## src/rtl/fetch_queue.sv

```systemverilog
// fetch_queue: sequential instruction fetch with one outstanding icache
// request, a small {pc, instr} FIFO toward decode, and redirect handling
// that flushes the queue and discards any response already in flight.
module fetch_queue #(
    parameter int DEPTH  = 4,
    parameter int WORDSZ = 64,
    parameter int INSTSZ = 32
) (
    input  logic                       clk,
    input  logic                       reset,
    input  logic [WORDSZ-1:0]          entry,
    input  logic                       redirect_valid,
    input  logic [WORDSZ-1:0]          redirect_pc,
    output logic                       icache_req,
    output logic [WORDSZ-1:0]          icache_addr,
    input  logic                       icache_resp_valid,
    input  logic [INSTSZ-1:0]          icache_resp_instr,
    output logic                       dec_valid,
    output logic [INSTSZ-1:0]          dec_instr,
    output logic [WORDSZ-1:0]          dec_pc,
    input  logic                       dec_ready,
    output logic [$clog2(DEPTH+1)-1:0] occupancy
);

    localparam int PW = $clog2(DEPTH);
    localparam int OW = $clog2(DEPTH + 1);
    localparam logic [OW-1:0] FULL = OW'(DEPTH);

    typedef enum logic [1:0] {
        FETCH,
        WAIT,
        DISCARD
    } state_t;

    state_t            state;
    state_t            state_next;
    logic [WORDSZ-1:0] fetch_pc;
    logic [WORDSZ-1:0] req_addr;
    logic [WORDSZ-1:0] pc_mem    [DEPTH];
    logic [INSTSZ-1:0] instr_mem [DEPTH];
    logic [PW-1:0]     rd_ptr;
    logic [PW-1:0]     wr_ptr;
    logic [OW-1:0]     count;
    logic              issue;
    logic              push;
    logic              pop;

    // Redirect targets are word aligned; the low two bits are ignored.
    logic [WORDSZ-1:0] redirect_aligned;
    assign redirect_aligned = {redirect_pc[WORDSZ-1:2], 2'b00};

    // Decode sees the head entry directly; an empty queue presents zeros.
    assign dec_valid   = (count != '0);
    assign dec_pc      = dec_valid ? pc_mem[rd_ptr]    : '0;
    assign dec_instr   = dec_valid ? instr_mem[rd_ptr] : '0;
    assign occupancy   = count;

    // The request stays up through DISCARD because the icache cannot abort;
    // req_addr keeps the old address even after fetch_pc is retargeted.
    assign icache_req  = (state != FETCH);
    assign icache_addr = req_addr;

    // A redirect cancels any pop in the same cycle.
    assign pop = dec_valid && dec_ready && !redirect_valid;

    // Next-state logic: issue when there is room, retire or drop responses.
    always_comb begin
        // NOTE: every signal assigned in this block gets a default first so
        // no path leaves it unassigned, which would infer a latch.
        state_next = state;
        issue      = 1'b0;
        push       = 1'b0;
        unique case (state)
            FETCH: begin
                if (!redirect_valid && count < FULL) begin
                    issue      = 1'b1;
                    state_next = WAIT;
                end
            end
            WAIT: begin
                if (redirect_valid) begin
                    // A response arriving with the redirect retires the request.
                    state_next = icache_resp_valid ? FETCH : DISCARD;
                end else if (icache_resp_valid) begin
                    push       = 1'b1;
                    state_next = FETCH;
                end
            end
            DISCARD: begin
                // The stale response ends the discard even if another redirect
                // arrives with it; otherwise we would wait for a reply that
                // will never come.
                if (icache_resp_valid) begin
                    state_next = FETCH;
                end
            end
            default: state_next = FETCH;
        endcase
    end

    // Control registers: state, fetch PC, request address, FIFO pointers.
    always_ff @(posedge clk) begin
        // NOTE: state registers use non-blocking assignments so every flop
        // samples the pre-edge values of the others.
        if (reset) begin
            state    <= FETCH;
            fetch_pc <= {entry[WORDSZ-1:2], 2'b00};
            req_addr <= '0;
            rd_ptr   <= '0;
            wr_ptr   <= '0;
            count    <= '0;
        end else begin
            state <= state_next;
            if (issue) begin
                req_addr <= fetch_pc;
            end
            if (redirect_valid) begin
                fetch_pc <= redirect_aligned;
                rd_ptr   <= '0;
                wr_ptr   <= '0;
                count    <= '0;
            end else begin
                if (push) begin
                    fetch_pc <= fetch_pc + WORDSZ'(4);
                    wr_ptr   <= wr_ptr + 1'b1;
                end
                if (pop) begin
                    rd_ptr <= rd_ptr + 1'b1;
                end
                if (push && !pop) begin
                    count <= count + 1'b1;
                end else if (!push && pop) begin
                    count <= count - 1'b1;
                end
            end
        end
    end

    // FIFO storage: written on push, read combinationally at the head.
    always_ff @(posedge clk) begin
        // NOTE: the storage array is deliberately not reset; occupancy alone
        // decides which entries are meaningful, and empty reads are masked.
        if (push) begin
            pc_mem[wr_ptr]    <= fetch_pc;
            instr_mem[wr_ptr] <= icache_resp_instr;
        end
    end

endmodule

```

## config.mk

```make
export PLATFORM = sky130hd
export DESIGN_NAME = fetch_queue
export DESIGN_NICKNAME = d
export VERILOG_FILES = /design/src/rtl/fetch_queue.sv
export SDC_FILE = /design/constraint.sdc
export NUM_CORES = 1
export LEC_CHECK = 0
export ABC_AREA = 1
export BUFFER_PORTS_ARGS = -buffer_cell sky130_fd_sc_hd__buf_2
export CAP_MARGIN = 5
export CORE_UTILIZATION = 62
export DETAILED_ROUTE_END_ITERATION = 7
export PLACE_DENSITY_LB_ADDON = 0.05
export SYNTH_ARGS = -nofsm -noshare
export SYNTH_HDL_FRONTEND = slang
export SYNTH_SLANG_ARGS = --single-unit
```

## constraint.sdc

```tcl
create_clock -name clk -period 12 [get_ports clk]
set_input_delay 1.2 -clock clk [delete_from_list [all_inputs] [get_ports clk]]
set_output_delay 1.2 -clock clk [all_outputs]
set_load 0.005 [all_outputs]
```

==> reports/results.md, run 1 <==
• finished, violations left — status
• DRC — failing checks
• reg2reg — worst min path class
• 0 — final hold violation count
• 35500 µm² — Std-Cell Core Area
• 3.46 ns — arrival time of the worst setup path
• 15.4% — Area growth, synth to finish
• 3850 µW — overall power
• false — setup repair after global routing missed its margin
• 0.319 — GRT Overall Usage
• 59600 µm — total wire length after detailed routing
• 2273 — Post-Syn Instances
• 0 — max capacitance violation total
• 0.000107 V — worst vdd ir
• 192 µm — y dimension of the die
• 3046 — Cell Count, Final, Fillers Out
• 0 — count of inserted antenna diode cells
• 87700 µm — global-route wire length before repair
• 38000 µm — HPWL after detailed placement
• sky130_fd_sc_hd__nor2_1 — leading cell type in the layout, fill and taps excluded
• 57 — CP Max Fanout
• 3 — maximum clock insertion buffer count
• 321 — number of buffers added on ports
• 5.65 — via/cell ratio
• 0 — final-report max-slew violation count
• 8 — first-pass detailed-route iteration total
• 0.388 — post-route clock period utilization
• output port — Worst Setup End Kind
• 0 — synthesis warning total
• 584 x sky130_fd_sc_hd__nor2_1, 438 x sky130_fd_sc_hd__edfxtp_1, 402 x sky130_fd_sc_hd__nand2_1, 321 x sky130_fd_sc_hd__buf_2, 288 x sky130_fd_sc_hd__o21ai_0 — most used cells in the layout excluding fill and tap cells
• 36700 µm² — Die Outline Area
• 19.6 µm — detail-routed net length per standard cell
• 0 ns — Total Negative Setup Slacks
• 0.950 ns — Worst-Margin Slew
• 0.0191 ns — largest clock skew in the final design
• 8 — worst r2r path cells
• 17213 — via count of the routed design
• 215 MHz — Max Freq
• 0.656 — sequential-to-total area share from yosys stat
• 2 — CTS HTree Levels
• 10.80 ns — required time at the endpoint of the critical path
• 0 — quantity of gates resized following cts
• 0 — global route overflow
• 330 — I/O pins
• built — clock tree from TritonCTS
• 9.80 µm² — average footprint of a synthesized cell
• flip-flop — startpoint type of the worst setup path
• reg2out — startpoint-to-endpoint class of the critical path
• sky130_fd_sc_hd__clkbuf_16 — CTS Root Cell
• 0.590 — fraction of post-synthesis cell area in the top cell type by area
• 0.0103 µW — total leakage power
• 0.628 — starting utilization of the core area
• 0.57 ns — clock latency on the worst-skew pair
• 2957 — DP Cell Count
• 0 — initial antenna violation count
• 511 — Clock Sinks
• 0 — count of antenna-violating nets left after detailed routing
• 0.946 — final RePlAce weighted congestion
• 511 — total of flip-flops plus latches after synthesis
• 150 nW/µm² — power per unit of standard cell area
• 69 — number of placement rows
• 22300 µm² — mapped cell area
• 49 — number of buffers inserted during clock tree synthesis
• 0.06 ns — clock transition time at the flip-flop clock pins of the worst setup and hold paths
• 16013 — vias in the first global route
• 2660 — final-layout fill cell count
• sky130_fd_sc_hd__edfxtp_1 — cell type contributing the most total cell area after synthesis
• 0 — Post-CTS Setup Repair Bufs
• 2 — Cells on Worst Hold Path
• 31 — number of distinct standard cells referenced by the synthesized netlist
• 2719 — count of nets after finishing
• sky130_fd_sc_hd__edfxtp_1 59%, sky130_fd_sc_hd__nor2_1 9.9%, sky130_fd_sc_hd__nand2_1 6.8% — most area-consuming cells after synthesis
• 1365 — first-iteration detailed-routing DRC count
• 192 µm — Horiz. Die Dim
• 0 — Final Setup Violations
• 0.178 — proportion of layout cells with a drive suffix above 1
• 0.366 — relative slew slack
• 2 — number of DRC violations after detailed routing
• 107 — largest net degree at the start of global routing
• 4.66 ns — final critical delay including setup and external delays
• 0 — CTS Hold Buffers Added
## area by class of cell
class	instances	area, µm²	share of cell area
Clock buffer	57	1280	0.0496
Timing Repair Buffer	343	1770	0.0689
Tap cell	461	577	0.0224
Clock inverter	32	269	0.0105
Multi-Input combinational cell	1569	6920	0.269
Sequential cell	511	14600	0.569
Inverter	73	278	0.0108
## path summary, 6_finish.rpt
path / start / slack [ns] / endpoint
min reg2reg: rd_ptr[1] / 0.46 / flip-flop
max: flip-flop / 7.34 / dec_pc[37]
min: rd_ptr[1] / 0.46 / flip-flop
max reg2reg: state[0] / 9.09 / instr_mem[1][29]
## synth_stat cells
master	n
sky130_fd_sc_hd__o21ai_1	33
sky130_fd_sc_hd__nor2_8	2
sky130_fd_sc_hd__nand2_2	7
sky130_fd_sc_hd__nand3_2	1
sky130_fd_sc_hd__nor4_1	1
sky130_fd_sc_hd__ha_1	6
sky130_fd_sc_hd__nor2_4	4
sky130_fd_sc_hd__nor2_2	11
sky130_fd_sc_hd__nand2_1	403
sky130_fd_sc_hd__o21bai_1	1
sky130_fd_sc_hd__nand4_1	2
sky130_fd_sc_hd__nand2_4	4
sky130_fd_sc_hd__nor2_1	588
sky130_fd_sc_hd__buf_1	12
sky130_fd_sc_hd__inv_1	70
sky130_fd_sc_hd__xor2_1	13
sky130_fd_sc_hd__conb_1	1
sky130_fd_sc_hd__nand3_1	44
sky130_fd_sc_hd__edfxtp_1	438
sky130_fd_sc_hd__o21ai_0	288
sky130_fd_sc_hd__dfxtp_1	73
sky130_fd_sc_hd__xnor2_1	9
sky130_fd_sc_hd__nand3b_1	1
sky130_fd_sc_hd__fa_1	1
sky130_fd_sc_hd__inv_2	3
sky130_fd_sc_hd__a21oi_1	144
sky130_fd_sc_hd__buf_4	5
sky130_fd_sc_hd__clkbuf_1	68
sky130_fd_sc_hd__nor3_1	1
sky130_fd_sc_hd__buf_2	38
sky130_fd_sc_hd__nor3_4	1
## where the power goes
group          leakage, µW  switching, µW  internal, µW
Clock             0.000754            642           847
Combinational      0.00494            169          95.6
Sequential         0.00463           88.5          2000
Total               0.0103            899          2950
## sequential cells by signal (all words and copies together) (netlist names), named ones only
name         cells
wr_ptr           2
fetch_pc        62
icache_addr     62
rd_ptr           2
occupancy        3
pc_mem         248
state            2
instr_mem      128
## critical path: stages, from the launching register on
cell	delay (ns)
sky130_fd_sc_hd__dfxtp_4	0.70
sky130_fd_sc_hd__clkinv_2	0.71
sky130_fd_sc_hd__buf_4	0.57
sky130_fd_sc_hd__nor2_1	0.20
sky130_fd_sc_hd__o21ai_0	0.11
sky130_fd_sc_hd__a21oi_1	0.32
sky130_fd_sc_hd__buf_2	0.18
## metrics by stage
stage	utilization	hold slack, ns	cell area [µm²]	setup WS, ns
floorplan	-	0.436	22300	5.92
global placement	0.681	0.443	24200	7.93
detailed placement	0.681	0.458	24200	7.91
CTS	0.725	0.469	25700	7.30
global route	0.725	0.502	25700	7.18
finish	0.725	0.462	25700	7.34
## routing by layer
layer  part of all wire  wire length, µm  track usage
met5                  0                0            0
met4              0.031             1840        0.114
met3              0.095             5650       0.0524
met2               0.47            28000        0.518
met1               0.40            24100        0.438
## cells by family after synthesis
family,count (synthesis),synth area share
and+or+nand+nor,1070,0.190
DFF,511,0.656
xor gates and xnor gates,22,0.00865
buffers and inverters,196,0.0360
other,1,0.000168
AOI/OAI and AO/OA,466,0.105
adders and majority gates,7,0.00427
No activity file was read; power rests on OpenSTA's default activity.
==> inputs of run 2 (changes only) <==
- CORE_UTILIZATION: 62 -> 52
- clock period: 12 -> 3.8 ns (I/O delays scaled with it)
==> reports/results.md, run 2 (synthesis gave the netlist of run 1 again) <==
• 2.82 ns — final critical delay including setup and external delays
• 0.44 ns — CP max stage delay
• 0.529 — starting utilization of the core area
• in2reg — worst min path class
• 0.428 — relative slew slack
• reg2out — startpoint-to-endpoint class of the critical path
• 40900 µm — HPWL after detailed placement
• 1.36 ns — r2r setup slk
• entry[36] — hold path startpoint
• 0 — final hold violation count
• 464 nW/µm² — power per unit of standard cell area
• 3 — maximum clock insertion buffer count
• 75 — number of placement rows
• 97200 µm — global-route wire length before repair
• 42100 µm² — Std-Cell Core Area
• sky130_fd_sc_hd__nor2_1 — leading cell type in the layout, fill and taps excluded
• 0.06 ns — clock transition time at the flip-flop clock pins of the worst setup and hold paths
• 3513 — final-layout fill cell count
• finished clean — status
• 209 µm — y dimension of the die
• 2761 — count of nets after finishing
• sky130_fd_sc_hd__clkbuf_16 — CTS Root Cell
• pc_mem — top register by number of flip-flops
• sky130_fd_sc_hd__buf_4 — CP max stage cell
• 16687 — vias in the first global route
• pc_mem (248), instr_mem (128) — registers with the most flip-flops
• flip-flop — startpoint type of the worst setup path
• 355 MHz — Max Freq
• 0 — Final Setup Violations
• 5.48 — via/cell ratio
• 584 x sky130_fd_sc_hd__nor2_1, 438 x sky130_fd_sc_hd__edfxtp_1, 402 x sky130_fd_sc_hd__nand2_1, 321 x sky130_fd_sc_hd__buf_2, 288 x sky130_fd_sc_hd__o21ai_0 — most used cells in the layout excluding fill and tap cells
• 33 — CTS Hold Buffers Added
• 1441 — first-iteration detailed-routing DRC count
• 20.3 µm — detail-routed net length per standard cell
• 5 — initial antenna violation count
• 0.295 — GRT Overall Usage
• inv_4, buf_4, o21ai_0, a21oi_1, buf_2 — crit-path cells
• 3171 — Cell Count, Final, Fillers Out
• fetch_pc[60] — Critical R2R Capture
• 0.175 — proportion of layout cells with a drive suffix above 1
• 248 — Largest register FFs
• output port — Worst Setup End Kind
• 0 — max capacitance violation total
• 0 — number of DRC violations after detailed routing
• 0.0105 µW — total leakage power
• 43 — CP Max Fanout
• 2.44 ns — arrival time of the worst setup path
• fetch_pc[36] — endpoint of the worst hold-timing path
• 511 — Clock Sinks
• fetch_pc[2] — Crit Reg-Reg Startpoint
• 2 — CTS HTree Levels
• 64500 µm — total wire length after detailed routing
• 0.857 ns — Worst-Margin Slew
• 0.0115 ns — largest clock skew in the final design
• 52 — number of buffers inserted during clock tree synthesis
• 0 — count of antenna-violating nets left after detailed routing
• 12200 µW — overall power
• 117 — largest net degree at the start of global routing
• 3 — Cells on Worst Hold Path
• 43700 µm² — Die Outline Area
• 17388 — via count of the routed design
• false — setup repair after global routing missed its margin
• built — clock tree from TritonCTS
• 0.741 — post-route clock period utilization
• 0 — Post-CTS Setup Repair Bufs
• 330 — I/O pins
• 0.938 — final RePlAce weighted congestion
• 10 — worst r2r path cells
• 0 — quantity of gates resized following cts
• 321 — number of buffers added on ports
• 6 — first-pass detailed-route iteration total
• 0.0566 ns — worst slack on hold paths
• 0 — final-report max-slew violation count
• 18.3% — Area growth, synth to finish
• 0.59 ns — clock latency on the worst-skew pair
• 0.625 — fraction of the core area covered by cells at the end of the flow
• 3041 — DP Cell Count
• 0 — global route overflow
• 0.000356 V — worst vdd ir
• 3.42 ns — required time at the endpoint of the critical path
• 209 µm — Horiz. Die Dim
## run 2: cell types whose count changed in the layout (fill, tap and decap cells not counted), sizes merged
cell and delta:
diode +5, clkbuf +12, clkinv -2, dlygate4sd3 +33, buf +6, bufinv -3
inv -1, clkinvlp -3
## run 2: worst max-delay path by stage
stage          depth (start not counted)  slack [ns]               to
2_1_floorplan                          4       -1.46  instr_mem[0][0]
3_3_place_gp                           5        1.23  instr_mem[3][6]
3_5_place_dp                           5        1.24  instr_mem[3][6]
4_1_cts                                6        0.98       dec_pc[19]
5_1_grt                                6        0.87       dec_pc[22]
6_report                               5        0.98       dec_pc[21]
## run 2: cell type report
class	count	area [µm²]	share of cell area
repair buffers	382	2310	0.0876
well taps	539	674	0.0256
inverters	73	278	0.0105
clock inverters	23	148	0.00560
diodes	5	12.5	0.000475
clock buffers	69	1400	0.0529
flip-flops and latches	511	14600	0.555
multi-input cells	1569	6920	0.262
## run 2: power breakdown
part,leakage (µW),internal (µW),total [µW],switching (µW)
clock,0.000753,2630,4720,2090
combinational,0.00515,331,882,551
sequential,0.00463,6330,6610,284
## run 2: metrics by stage
stage / setup TNS, ns / setup WS [ns] / instance area (µm²)
3_5_place_dp: 0 / 1.24 / 24500
5_1_grt: 0 / 0.867 / 26400
6_report: 0 / 0.984 / 26400
4_1_cts: 0 / 0.978 / 26300
2_1_floorplan: -550.71 / -1.46 / 22300
3_3_place_gp: 0 / 1.23 / 24500
## run 2: per-layer routing
metal  vias up  track usage  share of wire
met4         0        0.114          0.034
met3       122       0.0487          0.078
met2       747        0.471           0.47
met1      8208        0.406           0.42
li1       8311            -              -
met5         -            0              0
## run 2: critical path, delay by kind of cell, from the launching register on
family / cells / cell delay (ns)
AOI/OAI and AO/OA: 2 / 0.50
DFF: 1 / 0.41
buffers and inverters: 3 / 0.92
==> inputs of run 3 (changes only) <==
- ABC_AREA: 1 -> 0
- CORE_UTILIZATION: 52 -> 57
- clock period: 3.8 -> 2.73 ns (I/O delays scaled with it)
==> reports/results.md, run 3 <==
• finished clean — status
• 51 — number of buffers inserted during clock tree synthesis
• 438 x sky130_fd_sc_hd__edfxtp_1, 320 x sky130_fd_sc_hd__buf_2, 179 x sky130_fd_sc_hd__nand2_1, 96 x sky130_fd_sc_hd__and2_1, 94 x sky130_fd_sc_hd__mux4_2 — most used cells in the layout excluding fill and tap cells
• 0 — count of inserted antenna diode cells
• 0.60 ns — clock latency on the worst-skew pair
• 0.000541 V — worst vdd ir
• 194 µm — Horiz. Die Dim
• 37800 µm² — Die Outline Area
• 23 — CP Max Fanout
• 0.414 — relative slew slack
• 5 — first-pass detailed-route iteration total
• 2 — CTS HTree Levels
• 330 — I/O pins
• 1999 — count of nets after finishing
• 438 — number of flops mapped to enable cells by yosys
• 0 — initial antenna violation count
• 2173 — DP Cell Count
• 3 — maximum clock insertion buffer count
• 0.58 ns — CP max stage delay
• pc_mem — top register by number of flip-flops
• false — setup repair after global routing missed its margin
• 21100 µm² — mapped cell area
• 0.06 ns — clock transition time at the flip-flop clock pins of the worst setup and hold paths
• 13607 — via count of the routed design
• 31900 µm — HPWL after detailed placement
• 0.0102 ns — largest clock skew in the final design
• 0.0176 ns — worst slack on hold paths
• 23700 µm² — cell area reported after detailed placement
• 0.879 ns — Worst-Margin Slew
• buffers and inverters — Crit path max-delay family
• in2reg — worst min path class
• 997 — first-iteration detailed-routing DRC count
• 70 — number of placement rows
• sky130_fd_sc_hd__mux4_2 — CP max stage cell
• 2 — Worst Path Buf+Inv
• 2.46 ns — required time at the endpoint of the critical path
• 0 — global route overflow
• 0 — Final Setup Violations
• 13628 — vias in the first global route
• 5.82 — via/cell ratio
• buf_4, mux4_2, and2_1, buf_2 — crit-path cells
• 15.1 µm² — average footprint of a synthesized cell
• 194 µm — y dimension of the die
• 0 ns — Total Negative Setup Slacks
• 0 — share of synthesized registers carrying an async set or reset
• 36500 µm² — Std-Cell Core Area
• 511 — Clock Sinks
• 0 — final hold violation count
• 0.578 — starting utilization of the core area
• 51300 µm — total wire length after detailed routing
• 1397 — Post-Syn Instances
• 0.00945 µW — total leakage power
• 2.62 ns — final critical delay including setup and external delays
• 321 — number of buffers added on ports
• 0.276 — GRT Overall Usage
• 0 — number of DRC violations after detailed routing
• sky130_fd_sc_hd__edfxtp_1 — cell type contributing the most total cell area after synthesis
• 0.893 — final RePlAce weighted congestion
• 0 — synthesis warning total
• 0.693 — sequential-to-total area share from yosys stat
• 0 — count of antenna-violating nets left after detailed routing
• 0 — max capacitance violation total
• 0.958 — post-route clock period utilization
• 382 MHz — Max Freq
• 511 — total of flip-flops plus latches after synthesis
• 0 — final-report max-slew violation count
• sky130_fd_sc_hd__edfxtp_1 — leading cell type in the layout, fill and taps excluded
• output port — Worst Setup End Kind
• 438 x sky130_fd_sc_hd__edfxtp_1, 180 x sky130_fd_sc_hd__nand2_1, 100 x sky130_fd_sc_hd__and2_1 — Commonest cells post-synth
• 21.9 µm — detail-routed net length per standard cell
• 2338 — Cell Count, Final, Fillers Out
• reg2out — startpoint-to-endpoint class of the critical path
• 2.34 ns — arrival time of the worst setup path
• 2469 — final-layout fill cell count
• 663 nW/µm² — power per unit of standard cell area
• 23.5% — Area growth, synth to finish
• flip-flop — startpoint type of the worst setup path
• sky130_fd_sc_hd__edfxtp_1 — most used flip-flop cell after synthesis
• sky130_fd_sc_hd__edfxtp_1 — most repeated cell in the gate-level netlist after synthesis
• 248 — Largest register FFs
• 0.713 — fraction of the core area covered by cells at the end of the flow
• 26100 µm² — final design area excluding fillers
• 0.314 — proportion of layout cells with a drive suffix above 1
• built — clock tree from TritonCTS
• 0.624 — fraction of post-synthesis cell area in the top cell type by area
• sky130_fd_sc_hd__edfxtp_1 62%, sky130_fd_sc_hd__mux4_2 10%, sky130_fd_sc_hd__dfxtp_1 6.9% — most area-consuming cells after synthesis
• pc_mem (248), instr_mem (128) — registers with the most flip-flops
• sky130_fd_sc_hd__clkbuf_16 — CTS Root Cell
• 78200 µm — global-route wire length before repair
• 97 — largest net degree at the start of global routing
• 51 — number of distinct standard cells referenced by the synthesized netlist
[run 3: cells by family (layout without fill, tap and decap cells)]
family / after synthesis / after routing / share of synthesized area
buf+inv: 103 / 573 / 0.0195
xor+xnor: 53 / 53 / 0.0220
compound gates: 187 / 187 / 0.0505
flops: 511 / 511 / 0.693
fa+ha+maj: 7 / 7 / 0.00451
simple gates: 427 / 427 / 0.103
other cells: 1 / 4 / 0.000178
mux: 108 / 108 / 0.107
[run 3: worst paths after layout]
| path | slack (ns) | endpoint | startpoint | depth (start not counted) |
|---|---|---|---|---|
| worst min-delay path | 0.02 | fetch_pc[44] | redirect_pc[44] | 3 |
| worst min register to register | 0.45 | icache_addr[40] | icache_addr[40] | 2 |
| worst max-delay path | 0.11 | dec_pc[24] | flip-flop | 4 |
| worst max register to register | 0.20 | fetch_pc[33] | fetch_pc[8] | 7 |
[run 3: worst min-delay path, delay by kind of cell]
kind,cells,cell delay [ns]
buffers and inverters,1,0.07
AOI/OAI and AO/OA,2,0.15
[run 3: power by group]
part | internal [µW] | total, µW | switching, µW
clock network | 4130 | 7050 | 2930
registers | 8770 | 8980 | 209
logic | 546 | 1230 | 688
total | 13400 | 17300 | 3820
[run 3: final cells by class]
type	count	area, µm²	area share
Timing Repair Buffer	463	2960	0.114
Tap cell	468	586	0.0225
Clock buffer	73	1430	0.0548
Clock inverter	23	270	0.0104
Multi-Input combinational cell	786	6130	0.235
Sequential cell	511	14600	0.561
Inverter	14	52.6	0.00202
[run 3: metrics by stage]
| step | worst slack, ns | total power (µW) |
|---|---|---|
| after floorplan | 0.0978 | 9660 |
| after global placement | 0.141 | 10200 |
| after detailed placement | 0.0876 | 10300 |
| after CTS | 0.0590 | 17400 |
| after global routing | 0.0159 | 17800 |
| final | 0.114 | 17300 |
[run 3: routing by layer]
| metal | track usage | share of wire |
|---|---|---|
| met3 | 0.0383 | 0.064 |
| met1 | 0.378 | 0.42 |
| met2 | 0.454 | 0.49 |
| met4 | 0.108 | 0.029 |
| met5 | 0 | 0 |
[run 3: what timing repair did]
item / CTS / global route
setup buffers: 0 / 1
endpoints found under the hold margin: 161 / 0
hold buffers: 68 / 0
cloned: 0 / 0
pin swaps: 0 / 1
setup endpoints to repair: 23 / 12
gates resized for setup: 1 / 2
